==> config.mk <==
export PLATFORM = sky130hd
export DESIGN_NAME = mpadd
export DESIGN_NICKNAME = d
export VERILOG_FILES = /design/src/rtl/mpadd_pkg.sv /design/src/rtl/fadd.sv /design/src/rtl/mpadd_stage.sv /design/src/rtl/mpadd.sv
export SDC_FILE = /design/constraint.sdc
export NUM_CORES = 1
export LEC_CHECK = 0
export CAP_MARGIN = 0
export CORE_MARGIN = 2
export CORE_UTILIZATION = 40
export CTS_CLUSTER_DIAMETER = 200
export DETAILED_ROUTE_END_ITERATION = 6
export SLEW_MARGIN = 10
export SYNTH_ARGS = -nofsm -noshare
export SYNTH_HDL_FRONTEND = slang
export SYNTH_SLANG_ARGS = --single-unit
==> constraint.sdc <==
create_clock -name clk -period 2.6 [get_ports clk]
set_clock_uncertainty 0.1 [all_clocks]
set_input_delay 0.78 -clock clk [delete_from_list [all_inputs] [get_ports clk]]
set_output_delay 0.78 -clock clk [all_outputs]
set_load 0.01 [all_outputs]
==> src/rtl/mpadd_pkg.sv <==
// Shared helpers for the pipelined multi-chunk adder:
// chunk width and WIDTH/STAGES legality.
package mpadd_pkg;

    function automatic int mpadd_chunk(input int width, input int stages);
        return width / stages;
    endfunction

    function automatic bit mpadd_legal(input int width, input int stages);
        return (width > 0) && (stages > 0) && ((width % stages) == 0);
    endfunction

endpackage

==> src/rtl/fadd.sv <==
// Single-bit full-adder cell.
module fadd (
    input  logic a,
    input  logic b,
    input  logic ci,
    output logic s,
    output logic co
);

    assign s  = a ^ b ^ ci;
    assign co = (a & b) | (ci & (a ^ b));

endmodule

==> src/rtl/mpadd_stage.sv <==
// One chunk of the pipelined adder: CHUNK-bit ripple add
// built from fadd cells, carry-in from the previous stage.
module mpadd_stage
    import mpadd_pkg::*;
#(
    parameter int CHUNK = 4
) (
    input  logic [CHUNK-1:0] a,
    input  logic [CHUNK-1:0] b,
    input  logic             ci,
    output logic [CHUNK-1:0] s,
    output logic             co
);

    logic [CHUNK:0] c;

    assign c[0] = ci;

    for (genvar i = 0; i < CHUNK; i++) begin : g_fa
        fadd u_fa (
            .a  (a[i]),
            .b  (b[i]),
            .ci (c[i]),
            .s  (s[i]),
            .co (c[i+1])
        );
    end

    assign co = c[CHUNK];

endmodule

==> src/rtl/mpadd.sv <==
// Pipelined carry-skewed adder, one CHUNK per stage, global stall.
// Define MPADD_OVF_EN to add the signed-overflow output ovf.
module mpadd
    import mpadd_pkg::*;
#(
    parameter int WIDTH  = 16,
    parameter int STAGES = 4
) (
    input  logic             clk,
    input  logic             rst,
    input  logic             in_valid,
    output logic             in_ready,
    input  logic [WIDTH-1:0] a,
    input  logic [WIDTH-1:0] b,
    input  logic             ci,
    output logic             out_valid,
    input  logic             out_ready,
    output logic [WIDTH-1:0] s,
`ifdef MPADD_OVF_EN
    output logic             ovf,
`endif
    output logic             co
);

    localparam int CHUNK = mpadd_chunk(WIDTH, STAGES);

    if (!mpadd_legal(WIDTH, STAGES)) begin : g_bad
        $error("mpadd: WIDTH must be a multiple of STAGES");
    end

    logic en;

    for (genvar k = 0; k < STAGES; k++) begin : g_st
        localparam int AW = WIDTH - k * CHUNK;
        localparam int SW = (k + 1) * CHUNK;

        logic [AW-1:0]    ax;
        logic [AW-1:0]    bx;
        logic [SW-1:0]    sq_d;
        logic [SW-1:0]    sq_q;
        logic [CHUNK-1:0] cs;
        logic             cin;
        logic             vin;
        logic             cn;
        logic             v_q;
        logic             c_q;

        if (k == 0) begin : g_in
            assign ax   = a;
            assign bx   = b;
            assign cin  = ci;
            assign vin  = in_valid;
            assign sq_d = cs;
        end else begin : g_in
            assign ax   = g_st[k-1].g_rem.ra_q;
            assign bx   = g_st[k-1].g_rem.rb_q;
            assign cin  = g_st[k-1].c_q;
            assign vin  = g_st[k-1].v_q;
            assign sq_d = {cs, g_st[k-1].sq_q};
        end

        mpadd_stage #(.CHUNK(CHUNK)) u_stage (
            .a  (ax[CHUNK-1:0]),
            .b  (bx[CHUNK-1:0]),
            .ci (cin),
            .s  (cs),
            .co (cn)
        );

        always_ff @(posedge clk) begin
            if (rst) begin
                v_q  <= 1'b0;
                c_q  <= 1'b0;
                sq_q <= '0;
            end else if (en) begin
                v_q  <= vin;
                c_q  <= cn;
                sq_q <= sq_d;
            end
        end

        // Unprocessed upper operand chunks ride along to later stages.
        if (AW > CHUNK) begin : g_rem
            logic [AW-CHUNK-1:0] ra_q;
            logic [AW-CHUNK-1:0] rb_q;

            always_ff @(posedge clk) begin
                if (en) begin
                    ra_q <= ax[AW-1:CHUNK];
                    rb_q <= bx[AW-1:CHUNK];
                end
            end
        end

`ifdef MPADD_OVF_EN
        if (k == STAGES - 1) begin : g_ovf
            logic ovf_q;

            always_ff @(posedge clk) begin
                if (rst) begin
                    ovf_q <= 1'b0;
                end else if (en) begin
                    ovf_q <= (ax[CHUNK-1] == bx[CHUNK-1]) &&
                             (cs[CHUNK-1] != ax[CHUNK-1]);
                end
            end
        end
`endif
    end

    assign en        = !g_st[STAGES-1].v_q || out_ready;
    assign in_ready  = !rst && en;
    assign out_valid = !rst && g_st[STAGES-1].v_q;
    assign s         = rst ? '0 : g_st[STAGES-1].sq_q;
    assign co        = !rst && g_st[STAGES-1].c_q;

`ifdef MPADD_OVF_EN
    assign ovf = !rst && g_st[STAGES-1].g_ovf.ovf_q;
`endif

endmodule

Word-level counts from Yosys, hierarchy flattened
Index checks and enable logic that the tools add are counted.

Register bits after elaboration: 96. Bits in latches: 0. RAM bits: 0. Memory bits (read-only): 0. Input bits: 37. Output and inout bits: 19. Logic and storage cells: 105. Memories kept: 0.

Add/sub/neg operators: 0. $mul: 0. Divide/modulo/power cells: 0. $lt $le $gt $ge: 0. Eq/ne operators: 0. Shifts and indexed selects: 0. Multiplexer cells: 1. Bitwise operators: 80. Reduce and logical (&&, ||, !) cells: 6.

Operator list (count): AND 1 bit (32); XOR 1 bit (32); 2-to-1 mux 16 bit (1); bitwise OR 1 bit (16); logical AND 1 bit (3); zero test 1 bit (2); logical OR 1 bit (1).

Logic depth before layout (Yosys ltp)
Gate-level depths: netlist of the first run.

Depth in word-level cells: 9. Gate-level depth with buffers: 9. Depth with buffers taken out: 9.

Cells and area by module
From an unflattened synthesis of the first run, not the netlist that was laid out.

Cell total of the unflattened synthesis: 261. Area, all modules: 3849.9 µm².

By module, submodules not included: mpadd (times used 1, cells each 245, area an instance 3529.6 µm², sequential area each 2402.3 µm²); fadd (times used 16, cells each 1, area an instance 20.0 µm², sequential area each 0.0 µm²).

Least setup slack after synthesis of the first run
Ideal clock, no wire load.

Path kind: input to register. Start: input port a[0]. End: register g_st[0].sq_q[3]. Library setup time: 0.086 ns. Data arrival time: 2.400 ns. Required time: 2.414 ns. Path slack: 0.014 ns. Stages on the path: 8. Path buffers: 0. Cell sequence: inv_1 > fa_1 > inv_1 > fa_1 > fa_1 > inv_1 > fa_1 > a211oi_1.

Word-level cells in the longest chain between the ends: 8. Elaborated cells on any way between the ends: 9. Those cells by class: bitwise (9).

RTL lines: from (decl) (RTL line mpadd.sv:13) `input logic [WIDTH-1:0] a,`; XOR 1 bit (RTL line fadd.sv:11) `assign co = (a & b) | (ci & (a ^ b));`; AND 1 bit (RTL line fadd.sv:11); bitwise OR 1 bit * (RTL line fadd.sv:11); AND 1 bit * (RTL line fadd.sv:11); bitwise OR 1 bit * (RTL line fadd.sv:11); AND 1 bit * (RTL line fadd.sv:11); bitwise OR 1 bit * (RTL line fadd.sv:11); XOR 1 bit * (RTL line fadd.sv:10) `assign s = a ^ b ^ ci;`; to (signal assigned) (RTL line mpadd.sv:78) `sq_q <= sq_d;`; to (decl) (RTL line mpadd.sv:40) `logic [SW-1:0] sq_q;`.

Every way passes the cells marked *; elsewhere a longest branch is shown, timed or not. A chain may end at the register's enable or synchronous reset.

Final worst setup path of the first run
Same ends and word-level chain as after synthesis.

==> flow_metrics.tcl, run 1 <==
set metrics [dict create \
    overflow 0 \
    syn_area_per_cell_um2 13.7 \
    coreArea_um2 9640 \
    wl_per_cell_um 11.7 \
    start_util_pct 40.6 \
    fin_cells 483 \
    tightestPinTransition_ns 0.520 \
    peakVddDrop_mv 0.254 \
    fillCellCount 902 \
    drt_iter0_markers 83 \
    drc 0 \
    die_x_um 103 \
    antenna_left 0 \
    period_share_pct 98.5 \
    grt_pass1_wl_mm 9.63 \
    cts_tree "yes" \
    cp-start-kind "input pin" \
    clk_pin_slew_ns 0.10 \
    path_max_fanout 1 \
    dp.cells 467 \
    grt_start_max_net_pins 42 \
    synthesis.area_um2 3910 \
    rsz0062_at_grt "false" \
    p_per_area_nw_per_um2 629 \
    cts-buffers-inserted 9 \
    fin_nets 398 \
    cts_sinks 96 \
    setup_viol 0 \
    fin_util_pct 50.2 \
    yosysWarnings 0 \
    hold_ws_ns 0.325 \
    fmax_mhz 390 \
    final_max_slew_viol_count 0 \
    multiInputGateArea_um2 1320 \
    wl_mm 5.66 \
    via_count 2120 \
    seq_area_frac_synth_pct 61.4 \
    grt_pass1_vias 2032 \
    portBuffers 55 \
    layout_min_cycle_time_ns 2.56 \
    hold_viol 0 \
    status "finished clean" \
    grt_use_total_pct 12.0 \
    worstHoldPathType "reg2reg" \
    p_leak_uw 0.00192 \
    routabilityCongestion 0.670 \
    num_rows 36 \
    tns_ns 0 \
    crit_arrival_ns 2.74 \
    syn2layout_area_growth_pct 23.6 \
    via_per_inst 4.39 \
    dpl.hpwl_mm 3.70 \
    htreeDepth 3 \
    worst_ep_required_time_ns 2.77 \
    post_cts_buffers 0 \
    clk_root_buffer_cell "clkbuf_8" \
    worstSetupPathType "in2reg" \
    ys_ff_latch 96 \
    synth_nets 338 \
    ios 56 \
    antenna_cells 0 \
    synth_cells 285 \
    cts_buffer_depth 2 \
    drive_gt1_share_pct 14.9 \
    dr.pass1.iters 4 \
    die_h_um 103 \
    antenna_found_initial 0 \
    synth.distinct_cells 23 \
    regArea_um2 2400 \
    drv_cap 0 \
    layout_common_cells "dfxtp_1 (48), edfxtp_1 (48), nand2b_1 (31), clkdlybuf4s50_1 (31), inv_1 (24)" \
    end_kind "register" \
    dieArea_um2 10600 \
    relSlewSlack_pct 65.3 \
    clk_latency_ns 0.35 \
]
worst paths after layout:
check	from	endpoint	slack, ns	cells past startpoint
max	a[0]	g_st[0].sq_q[3]$_SDFFE_PP0N_	0.04	9
min	g_st[0].g_rem.rb_q[4]$_DFFE_PN_	g_st[1].g_rem.rb_q[0]$_DFFE_PN_	0.33	0
max reg2reg	g_st[2].g_rem.ra_q[0]$_DFFE_PN_	g_st[3].sq_q[15]$_SDFFE_PP0N_	0.16	9
min reg2reg	g_st[0].g_rem.rb_q[4]$_DFFE_PN_	g_st[1].g_rem.rb_q[0]$_DFFE_PN_	0.33	0
layer usage:
layer	wire [um]	vias to the layer above	GRT usage, %	part of all wire, %
li1	-	1074	-	-
met1	2760	992	16.7	49
met2	2570	45	18.0	45
met3	235	9	2.44	4.2
met4	93	0	5.77	1.6
met5	0	-	0	0
flip-flops by register name (all words and copies together) (netlist names):
name,count
g_st.c_q,4
g_st.g_rem.rb_q,24
g_st.g_rem.ra_q,24
g_st.sq_q,40
g_st.v_q,4
power by group:
group / total [uW] / internal (uW) / switching [uW]
clock network: 994 / 465 / 529
logic: 311 / 175 / 136
registers: 1740 / 1700 / 33.7
total: 3040 / 2340 / 699
cells in the mapped netlist:
master	number	area (um2)
mux2_2	7	78.8
a211oi_1	2	15.0
nand4bb_1	11	124
nor2_1	6	22.5
o21ai_1	6	30.0
clkbuf_1	8	30.0
buf_6	2	22.5
fa_1	16	320
edfxtp_1	48	1440
o21ai_0	5	25.0
nor2b_4	1	13.8
nor3b_1	7	52.6
dfxtp_1	48	961
nand2b_1	31	194
a21oi_1	1	5.00
mux2i_1	20	200
buf_4	2	15.0
inv_1	29	109
mux2_1	2	22.5
nor2b_1	22	138
buf_2	5	25.0
inv_2	1	3.75
a211oi_2	5	62.6
critical path, stage by stage:
cell	delay, ns
dlygate4sd2_1	0.24
inv_2	0.06
fa_2	0.20
inv_2	0.04
fa_2	0.35
fa_2	0.36
inv_2	0.06
fa_1	0.41
a211oi_1	0.23
cells by family (layout without fill, tap and decap cells):
kind of cell | after synthesis | after routing | share of synthesized area, %
mux | 29 | 29 | 7.71
simple gates | 78 | 78 | 13.9
compound gates | 19 | 19 | 3.52
fa+ha+maj | 16 | 16 | 8.19
buf+inv | 47 | 112 | 5.25
flops | 96 | 96 | 61.4
timing repair:
action | in CTS | in global routing
setup endpoints to repair | 19 | 2
pin swaps | 5 | 1
gates cloned | 0 | 0
hold buffers | 0 | 0
resized for setup | 30 | 3
per-stage QoR:
step	cell area [um2]	power [uW]	setup WS, ns
finish	4830	3040	0.0389
detailed placement	4640	2090	-0.508
global route	4830	3210	0.00457
global placement	4640	2090	-0.441
CTS	4830	3100	0.0179
floorplan	3910	1950	0.0143
area by class of cell:
type	count	area share [%]
flip-flops and latches	96	49.7
multi-input cells	142	27.2
repair buffers	66	13.0
well taps	133	3.44
clock buffers	9	2.56
inverters	30	2.33
clock inverters	7	1.76
No activity file was read; power rests on OpenSTA's default activity.
==> inputs of run 2 (changes only) <==
--- a/config.mk
+++ b/config.mk
@@ -6,11 +6,12 @@
 export NUM_CORES = 1
 export LEC_CHECK = 0
 export CAP_MARGIN = 0
-export CORE_MARGIN = 2
+export CORE_MARGIN = 5
 export CORE_UTILIZATION = 40
 export CTS_CLUSTER_DIAMETER = 200
 export DETAILED_ROUTE_END_ITERATION = 6
 export SLEW_MARGIN = 10
 export SYNTH_ARGS = -nofsm -noshare
 export SYNTH_HDL_FRONTEND = slang
+export SYNTH_HIERARCHICAL = 1
 export SYNTH_SLANG_ARGS = --single-unit
==> run 2 against run 1 <==
- first-iteration DRC count increased by 6.0%
- fmax increased by 0.86%
- combinational power fell by 7.7%
- final cell count fell by 4.8%
- wire length up 3.3%
- die area grew 10%
- power is 1.1% higher
- register-to-register slack lost 0.099 ns
- flip-flop and latch count unchanged
- sequential share of layout area about the same
- core utilization grew 1.7 points
- critical endpoint is now g_st[3].sq_q[15]$_SDFFE_PP0P_
==> flow_metrics.tcl, run 2 <==
set metrics [dict create \
    dr.pass1.iters 4 \
    crit_top_cell "fa_2" \
    relSlewSlack_pct 66.6 \
    hold_ws_ns 0.325 \
    worst_ep_required_time_ns 2.75 \
    dieArea_um2 11700 \
    largest-register "g_st.sq_q" \
    clk_latency_ns 0.34 \
    slowest_delay_ns 0.42 \
    layout_min_cycle_time_ns 2.54 \
    worst_slack_ns 0.0607 \
    die_x_um 108 \
    cts_tree "yes" \
    drt_iter0_markers 88 \
    ios 56 \
    portBuffers 55 \
    crit_family "adder cells" \
    drv_cap 0 \
    fin_util_pct 51.9 \
    worstHoldPathType "reg2reg" \
    worstSetupPathType "reg2reg" \
    grt_use_total_pct 11.1 \
    ys_ff_latch 96 \
    cts_buffer_depth 2 \
    cts-buffers-inserted 9 \
    end_kind "register" \
    synth_edf_count 48 \
    syn2layout_area_growth_pct 25.6 \
    reg2reg_from "g_st[2].g_rem.ra_q[0]$_DFFE_PP_" \
    via_count 2060 \
    cts_sinks 96 \
    wl_mm 5.85 \
    ys.flop_type "edfxtp_1" \
    fmax_mhz 394 \
    antenna_found_initial 0 \
    timing.rr.end "g_st[3].sq_q[15]$_SDFFE_PP0P_" \
    fin_nets 379 \
    antenna_left 0 \
    final_max_slew_viol_count 0 \
    seq_area_frac_synth_pct 62.4 \
    crit_start "g_st[2].g_rem.ra_q[0]$_DFFE_PP_" \
    wl_per_cell_um 12.7 \
    status "finished clean" \
    tightestPinTransition_ns 0.501 \
    yosysTopAreaCellShare_pct 37.4 \
    p_per_area_nw_per_um2 635 \
    hold_buffers 0 \
    critPathSlowestCell "fa_1" \
    period_share_pct 97.7 \
    coreArea_um2 9330 \
    clk_pin_slew_ns 0.09 \
    start_util_pct 41.3 \
    clk_root_buffer_cell "clkbuf_8" \
    reg2reg_setup_slack_ns 0.06 \
    synthTopCellsByArea "edfxtp_1 (37%), dfxtp_1 (25%), fa_1 (8.3%)" \
    grt_pass1_vias 2077 \
    hold_viol 0 \
    layout_common_cells "dfxtp_1 (48), edfxtp_1 (48), nand2b_1 (42)" \
    overflow 0 \
    power_uw 3070 \
    grt_pass1_wl_mm 10.1 \
    htreeDepth 3 \
    antenna_cells 0 \
    die_h_um 108 \
    r2r_cells 6 \
    via_per_inst 4.48 \
    synthesis.area_um2 3850 \
    path_cells "fa_2, fa_2, fa_2, fa_1, nor2b_1, mux2_2" \
    crit_arrival_ns 2.69 \
    rsz0062_at_grt "true" \
    synth_cells 261 \
    hold_path_end "g_st[2].g_rem.ra_q[1]$_DFFE_PP_" \
    drive_gt1_share_pct 14.5 \
    synth_nets 314 \
    num_rows 35 \
    drc 0 \
    peakVddDrop_mv 0.347 \
    postSynth.asyncResetShare_pct 0 \
    path_max_fanout 1 \
    syn_area_per_cell_um2 14.8 \
    setup_viol 0 \
    worstHoldStart "g_st[1].g_rem.ra_q[5]$_DFFE_PP_" \
    yosysWarnings 6 \
    crit_buf_inv 0 \
    dpl.hpwl_mm 3.87 \
    synth_common_cells "dfxtp_1 (48), edfxtp_1 (48), nand2b_1 (42), mux2i_1 (26), nor2b_1 (19)" \
    p_leak_uw 0.00193 \
    synth.distinct_cells 21 \
    grt_start_max_net_pins 53 \
    hold_path_depth 0 \
    yosysTopAreaCell "edfxtp_1" \
    largest_registers "g_st.sq_q (40), g_st.g_rem.ra_q (24), g_st.g_rem.rb_q (24)" \
    place_ws_ns -0.579 \
    routabilityCongestion 0.698 \
    largest_register_ffs 40 \
    cp-start-kind "register" \
]
-- run 2: kinds of logic (layout without fill, tap and decap cells) --
| group | after synthesis | count (layout) | synth area share [%] |
|---|---|---|---|
| mux | 31 | 31 | 8.42 |
| fa+ha+maj | 16 | 16 | 8.32 |
| simple gates | 83 | 83 | 15.8 |
| compound gates | 17 | 17 | 2.21 |
| buf+inv | 18 | 88 | 2.83 |
| flops | 96 | 96 | 62.4 |
-- run 2: worst reg2reg max path, stage by stage (launching register included) --
cell and delay, ns:
edfxtp_1 0.41, fa_2 0.40, fa_2 0.37, fa_2 0.36
fa_1 0.42, nor2b_1 0.14, mux2_2 0.25
-- run 2: cell type report --
type	count	area [um2]
fill	829	4490
sequential	96	2400
multi-input combinational	147	1360
timing repair buffer	70	691
tap	129	161
clock buffer	10	128
clock inverter	6	91.3
inverter	2	7.51
-- run 2: metal layers --
| metal | vias to the layer above | track usage [%] | part of all wire, % |
|---|---|---|---|
| li1 | 1038 | - | - |
| met1 | 969 | 15.4 | 49 |
| met2 | 46 | 15.9 | 43 |
| met3 | 7 | 3.28 | 5.9 |
| met4 | 0 | 5.14 | 1.9 |
| met5 | - | 0 | 0 |
-- run 2: stage by stage --
stage,std cells,setup TNS [ns],cell area [um2]
3_5_place_dp,444,-3.27,4630
4_1_cts,460,0,4830
3_3_place_gp,444,-2.58,4630
5_1_grt,460,-0.0113,4840
2_1_floorplan,261,-0.0525,3860
6_report,460,0,4840
-- run 2: how the worst max path moves through the flow --
stage / endpoint / slack (ns) / depth (start not counted)
finish: g_st[3].sq_q[15]$_SDFFE_PP0P_ / 0.06 / 6
global route: g_st[3].sq_q[15]$_SDFFE_PP0P_ / -0.01 / 6
CTS: s[7] / 0.003 / 4
detailed placement: g_st[0].sq_q[3]$_SDFFE_PP0P_ / -0.58 / 7
global placement: g_st[0].sq_q[3]$_SDFFE_PP0P_ / -0.53 / 7
floorplan: g_st[0].sq_q[3]$_SDFFE_PP0P_ / -0.05 / 6
-- run 2: what timing repair did --
action / CTS / global route
setup buffers: 0 / 0
endpoints found under the setup margin: 17 / 10
gates resized for setup: 20 / 13
pin swaps: 3 / 5
-- run 2: power breakdown --
group	switching (uW)	internal [uW]	total [uW]	leakage [uW]
registers	38.1	1700	1740	0.000902
logic	117	170	287	0.000921
clock network	500	547	1050	0.000107
